--- config.mk ---
export PLATFORM = sky130hd
export DESIGN_NAME = mem_stage
export DESIGN_NICKNAME = d
export VERILOG_FILES = /design/src/rtl/mem_stage.sv
export SDC_FILE = /design/constraint.sdc
export NUM_CORES = 1
export LEC_CHECK = 0
export ABC_AREA = 1
export CELL_PAD_IN_SITES_DETAIL_PLACEMENT = 1
export CELL_PAD_IN_SITES_GLOBAL_PLACEMENT = 1
export CORE_MARGIN = 10
export CORE_UTILIZATION = 32
export DETAILED_ROUTE_END_ITERATION = 8
export MAX_ROUTING_LAYER = met4
export PLACE_DENSITY_LB_ADDON = 0.25
export SETUP_SLACK_MARGIN = 0.15
export SLEW_MARGIN = 20
export SYNTH_ARGS = -nofsm -noshare
export SYNTH_HDL_FRONTEND = slang
export SYNTH_SLANG_ARGS = --single-unit
--- constraint.sdc ---
create_clock -name clk -period 2.35 [get_ports clk]
set_clock_uncertainty 0.15 [all_clocks]
set_input_delay 0.705 -clock clk [delete_from_list [all_inputs] [get_ports clk]]
set_output_delay 0.705 -clock clk [all_outputs]
set_load 0.05 [all_outputs]
--- src/rtl/mem_stage.sv ---
// MEM pipeline stage: issues one bus transfer per aligned LDW/STW through a
// request/grant/strobe/ready handshake and drives the MEM pipeline register.
module mem_stage (
    input  logic        clk,
    input  logic        reset_,
    input  logic        Stall,
    input  logic        Flush,
    input  logic [29:0] EXPC,
    input  logic        EXEn,
    input  logic        EXBrFlag,
    input  logic [1:0]  EXMemOp,
    input  logic [31:0] EXMemWrData,
    input  logic [1:0]  EXCtrlOp,
    input  logic [4:0]  EXDstAddr,
    input  logic        EXGPRWE_,
    input  logic [2:0]  EXExpCode,
    input  logic [31:0] EXOut,
    output logic        BusReq_,
    input  logic        BusGrnt_,
    output logic        BusAs_,
    output logic        BusRw,
    output logic [29:0] BusAddr,
    output logic [31:0] BusWrData,
    input  logic [31:0] BusRdData,
    input  logic        BusRdy_,
    output logic        MEMBusy,
    output logic [29:0] MEMPC,
    output logic        MEMEn,
    output logic        MEMBrFlag,
    output logic [1:0]  MEMCtrlOp,
    output logic [4:0]  MEMDstAddr,
    output logic        MEMGPRWE_,
    output logic [2:0]  MEMExpCode,
    output logic [31:0] MEMOut
);

    localparam logic [1:0] MEM_OP_NOP         = 2'd0;
    localparam logic [1:0] MEM_OP_LDW         = 2'd1;
    localparam logic [1:0] MEM_OP_STW         = 2'd2;
    localparam logic [1:0] CTRL_OP_NOP        = 2'd0;
    localparam logic [2:0] ISA_EXP_NO_EXP     = 3'd0;
    localparam logic [2:0] ISA_EXP_MISS_ALIGN = 3'd4;
    localparam logic       READ     = 1'b1;
    localparam logic       WRITE    = 1'b0;
    localparam logic       ENABLE   = 1'b1;
    localparam logic       DISABLE  = 1'b0;
    localparam logic       ENABLE_  = 1'b0;
    localparam logic       DISABLE_ = 1'b1;

    typedef enum logic [1:0] {IDLE, REQ, ACCESS, DONE} state_t;

    state_t      state;
    logic        flush_pend;
    logic [31:0] rd_buf;
    logic        access_req;
    logic        miss_align;

    assign access_req = (EXEn == ENABLE) && (EXMemOp != MEM_OP_NOP) &&
                        (EXExpCode == ISA_EXP_NO_EXP) && (EXOut[1:0] == 2'b00) &&
                        (Flush == DISABLE);
    assign miss_align = (EXMemOp != MEM_OP_NOP) && (EXExpCode == ISA_EXP_NO_EXP) &&
                        (EXOut[1:0] != 2'b00);

    always_comb begin
        MEMBusy = 1'b0;
        unique case (state)
            IDLE:        MEMBusy = access_req;
            REQ, ACCESS: MEMBusy = 1'b1;
            default:     MEMBusy = 1'b0;
        endcase
    end

    // Bus outputs are registered on the transition into each state so that
    // they are glitch-free and drop asynchronously on reset.
    always_ff @(posedge clk or negedge reset_) begin
        if (!reset_) begin
            state      <= IDLE;
            flush_pend <= 1'b0;
            rd_buf     <= '0;
            BusReq_    <= DISABLE_;
            BusAs_     <= DISABLE_;
            BusRw      <= READ;
            BusAddr    <= '0;
            BusWrData  <= '0;
        end else begin
            unique case (state)
                IDLE: begin
                    if (access_req) begin
                        state   <= REQ;
                        BusReq_ <= ENABLE_;
                    end
                end
                REQ: begin
                    if (Flush != DISABLE) begin
                        state   <= IDLE;
                        BusReq_ <= DISABLE_;
                    end else if (!BusGrnt_) begin
                        state     <= ACCESS;
                        BusAs_    <= ENABLE_;
                        BusAddr   <= EXOut[31:2];
                        BusRw     <= (EXMemOp == MEM_OP_STW) ? WRITE : READ;
                        BusWrData <= (EXMemOp == MEM_OP_STW) ? EXMemWrData : '0;
                    end
                end
                ACCESS: begin
                    if (Flush != DISABLE) flush_pend <= 1'b1;
                    if (!BusRdy_) begin
                        state     <= DONE;
                        rd_buf    <= BusRdData;
                        BusReq_   <= DISABLE_;
                        BusAs_    <= DISABLE_;
                        BusRw     <= READ;
                        BusAddr   <= '0;
                        BusWrData <= '0;
                    end
                end
                DONE: begin
                    if (Flush != DISABLE) flush_pend <= 1'b1;
                    if (Stall == DISABLE) begin
                        state      <= IDLE;
                        flush_pend <= 1'b0;
                    end
                end
                default: state <= IDLE;
            endcase
        end
    end

    always_ff @(posedge clk or negedge reset_) begin
        if (!reset_) begin
            MEMPC      <= '0;
            MEMEn      <= DISABLE;
            MEMBrFlag  <= DISABLE;
            MEMCtrlOp  <= CTRL_OP_NOP;
            MEMDstAddr <= '0;
            MEMGPRWE_  <= DISABLE_;
            MEMExpCode <= ISA_EXP_NO_EXP;
            MEMOut     <= '0;
        end else if (Stall == DISABLE) begin
            if ((Flush != DISABLE) || flush_pend) begin
                MEMPC      <= '0;
                MEMEn      <= DISABLE;
                MEMBrFlag  <= DISABLE;
                MEMCtrlOp  <= CTRL_OP_NOP;
                MEMDstAddr <= '0;
                MEMGPRWE_  <= DISABLE_;
                MEMExpCode <= ISA_EXP_NO_EXP;
                MEMOut     <= '0;
            end else if (miss_align) begin
                MEMPC      <= EXPC;
                MEMEn      <= EXEn;
                MEMBrFlag  <= EXBrFlag;
                MEMCtrlOp  <= CTRL_OP_NOP;
                MEMDstAddr <= '0;
                MEMGPRWE_  <= DISABLE_;
                MEMExpCode <= ISA_EXP_MISS_ALIGN;
                MEMOut     <= '0;
            end else begin
                MEMPC      <= EXPC;
                MEMEn      <= EXEn;
                MEMBrFlag  <= EXBrFlag;
                MEMCtrlOp  <= EXCtrlOp;
                MEMDstAddr <= EXDstAddr;
                MEMGPRWE_  <= EXGPRWE_;
                MEMExpCode <= EXExpCode;
                MEMOut     <= ((EXMemOp == MEM_OP_LDW) && (state == DONE)) ? rd_buf : EXOut;
            end
        end
    end

endmodule
==> results.yml <==
cts:
  cts.clk_slew.worst_paths_ns: 0.08
  cts_tree: "done"
  htreeDepth: 4
  cts_sinks: 175
  clk_path_buf_depth: 2
  worst_skew_pair.late_latency_ns: 0.43
  cts_made_buffers: 17
  cts_root_buffer: "clkbuf_16"
detailed_routing:
  final_antenna_net_count: 0
  vias: 5928
  drtIter0Drc: 315
  post_drt_wl_per_cell_um: 20.8
  drc_errors: 0
  drtPass1Iterations: 4
  viasPerCell: 4.77
  routed_wl_mm: 25.9
synthesis:
  synth_xor_area_share_pct: 0
  post-synth-top-area-cell: "dfrtp_1"
  synth_top_family_by_area: "simple AND/OR/NAND/NOR gates"
  synth_seq_cells: 175
  yosys.area_share.adder_pct: 0.890
  ys_types: 26
  synth_simple_gate_area_share_pct: 13.0
  ys_top_cells_by_area: "dfrtp_1 61%, nand2_1 9.5%, a22o_1 5.1%"
  synth_area_per_cell_um2: 10.9
  synthMuxAreaShare_pct: 9.68
  synthCells: 642
  synth_fp_nets: 794
  synth_top_area_share_pct: 60.9
  synth-seq-area-share_pct: 62.4
  synth_compound_area_share_pct: 10.4
  synth_area_um2: 7030
  ys_warn_count: 0
power_and_ir_drop:
  irDropWorstVdd_uv: 750
  intPower_mw: 8.12
  finalPower_mw: 14.7
  powerDensity_nw_per_um2: 1350
  sw_frac_of_total_pct: 44.8
  clkPwrFrac_pct: 20.8
  comb_power_share_pct: 47.6
  power.leakage_nw: 5.57
  seq_power_share_pct: 31.6
  p_sw_mw: 6.58
floorplan:
  start_util_pct: 32.4
  fp.dieW_um: 168
  fp-row-count: 54
  ios: 288
  die-area_um2: 28300
  die_y_um: 168
  coreArea_um2: 21700
layout:
  stdcell_area_um2: 10900
  n_fill_cell: 2351
  fin_nets: 1102
  syn_to_final_growth_pct: 55.3
  drive_gt1_share_pct: 28.6
placed_design:
  port_buffers: 287
  post_dp_cell_area_um2: 10100
  dp.final_hpwl_mm: 18.5
  routabilityCongestion: 0.762
timing:
  tns_ns: -0.0505
  grt_setup_unrepaired: "true"
  worst_pin_slew_ns: 0.438
  setup_viol: 1
  max_freq_mhz: 417
  relSlewSlack_pct: 70.8
  fin_ws_ns: -0.0505
  period_share_pct: 102
  hold_viol: 0
  final-max-slew-violation-count: 0
  period_needed_ns: 2.40
setup_path:
  cp-end-kind: "output pin"
  crit_type: "in2out"
  start_kind: "input port"
  required_ns: 1.49
  critPathArrivalTime_ns: 1.55
  crit_path_max_fanout: 2
global_routing:
  track_usage_pct: 18.3
  overflow: 0
  grt_pass1_vias: 6485
  antenna_found_initial: 1
  grt_max_degree: 76
  grt_pass1_wl_mm: 39.5
outcome:
  violations: "negative setup slack"
  run_status: "complete, but fails checks"
flow_run:
  maxCapViolations: 0
hold_path:
  min_path_type: "reg2reg"
## timing repair
item                                    CTS  global route
endpoints found under the setup margin    1             4
setup buffers                            15             1
resized for setup                        44            12
hold buffers                              1             0
pin swaps                                10             6
endpoints found under the hold margin    14             0
gates cloned                              0             0
## layout by cell type, fill, tap and decap left out, types with 9 or more instances in the layout
cell type	n
clkbuf_16	17
buf_6	9
o21ai_0	65
a22o_1	41
buf_12	12
mux2_2	26
buf_4	164
clkdlybuf4s50_1	135
nand2_1	174
nand3_1	33
mux2i_1	32
dfrtp_1	171
## metrics by stage
stage	util, %	hold slack [ns]	std cells	worst slack (ns)
floorplan	-	0.259	642	-0.0174
global placement	46.5	0.315	1194	-0.440
detailed placement	46.5	0.321	1194	-0.488
CTS	50.1	0.313	1242	-0.0380
global route	50.3	0.316	1244	-0.0811
finish	50.3	0.314	1244	-0.0505
## worst paths after layout
path | slack, ns | end | start | cells after the start
min reg2reg | 0.31 | BusReq_$_DFFE_PN1P_ | BusReq_$_DFFE_PN1P_ | 2
max | -0.05 | MEMBusy | EXEn | 6
max reg2reg | 0.41 | BusAddr[23]$_DFFE_PN0P_ | register | 9
max in group asynchronous | 0.83 | BusRw$_DFFE_PN1P_ | reset_ | 3
min in group asynchronous | 0.52 | MEMOut[9]$_DFFE_PN0N_ | reset_ | 2
min | 0.31 | BusReq_$_DFFE_PN1P_ | BusReq_$_DFFE_PN1P_ | 2
## power groups by stage
stage	Sequential, mW	Clock (mW)	Combinational (mW)
3_5_place_dp	4.69	0	7.00
6_report	4.65	3.06	6.99
2_1_floorplan	7.18	0	1.89
3_3_place_gp	4.65	0	6.90
5_1_grt	4.78	3.27	7.46
4_1_cts	4.66	3.15	7.09
## area by class of cell
type | count | area (um^2) | share of cell area [%]
clock buffer | 20 | 457 | 4.18
antenna | 1 | 2.50 | 0.0229
inverter | 16 | 62.6 | 0.573
timing repair buffer | 329 | 3000 | 27.5
tap | 280 | 350 | 3.21
clock inverter | 12 | 173 | 1.58
sequential | 175 | 4380 | 40.2
multi-input combinational | 411 | 2480 | 22.8
## registers in the layout, indices dropped and copies added (netlist names), 2 cells and up, named ones only
| signal | flops |
|---|---|
| MEMCtrlOp | 2 |
| MEMDstAddr | 5 |
| MEMOut | 32 |
| rd_buf | 32 |
| BusWrData | 32 |
| MEMPC | 30 |
| MEMExpCode | 3 |
| BusAddr | 30 |
## cell families after synthesis
kind of cell,count (synthesis)
mux,64
fa+ha+maj,5
buf+inv,56
simple gates,228
flops,175
compound gates,114
## synth_stat cells
master and n:
or2_1 1, o21ai_0 66, nand3_1 35, buf_4 1, mux2i_1 32, mux2_1 6, clkbuf_1 21, o22a_1 1
a22o_1 41, clkinv_1 1, nor2_1 9, a21oi_1 4, nand4_1 2, ha_1 5, o22ai_1 1, dfstp_2 4
dfrtp_1 171, buf_6 3, buf_2 15, or2_2 2, inv_1 13, nand2_1 178, inv_2 2, mux2_2 26
nor3_1 1, o21a_1 1
## per-layer routing
layer | up-vias | wire (um) | GRT usage (%) | part of all wire, %
met1 | 2962 | 10900 | 21.3 | 42
met2 | 154 | 13100 | 30.2 | 50
met4 | 0 | 527 | 5.53 | 2.0
met3 | 27 | 1420 | 5.33 | 5.5
li1 | 2785 | - | - | -
met5 | - | 0 | - | 0
## critical path, stage by stage
cell and delay [ns]:
clkdlybuf4s15_1 0.24, nand2_2 0.09, nor2_4 0.13, nand3_2 0.09, a21oi_4 0.15, buf_12 0.15
No activity file was read; power rests on OpenSTA's default activity.
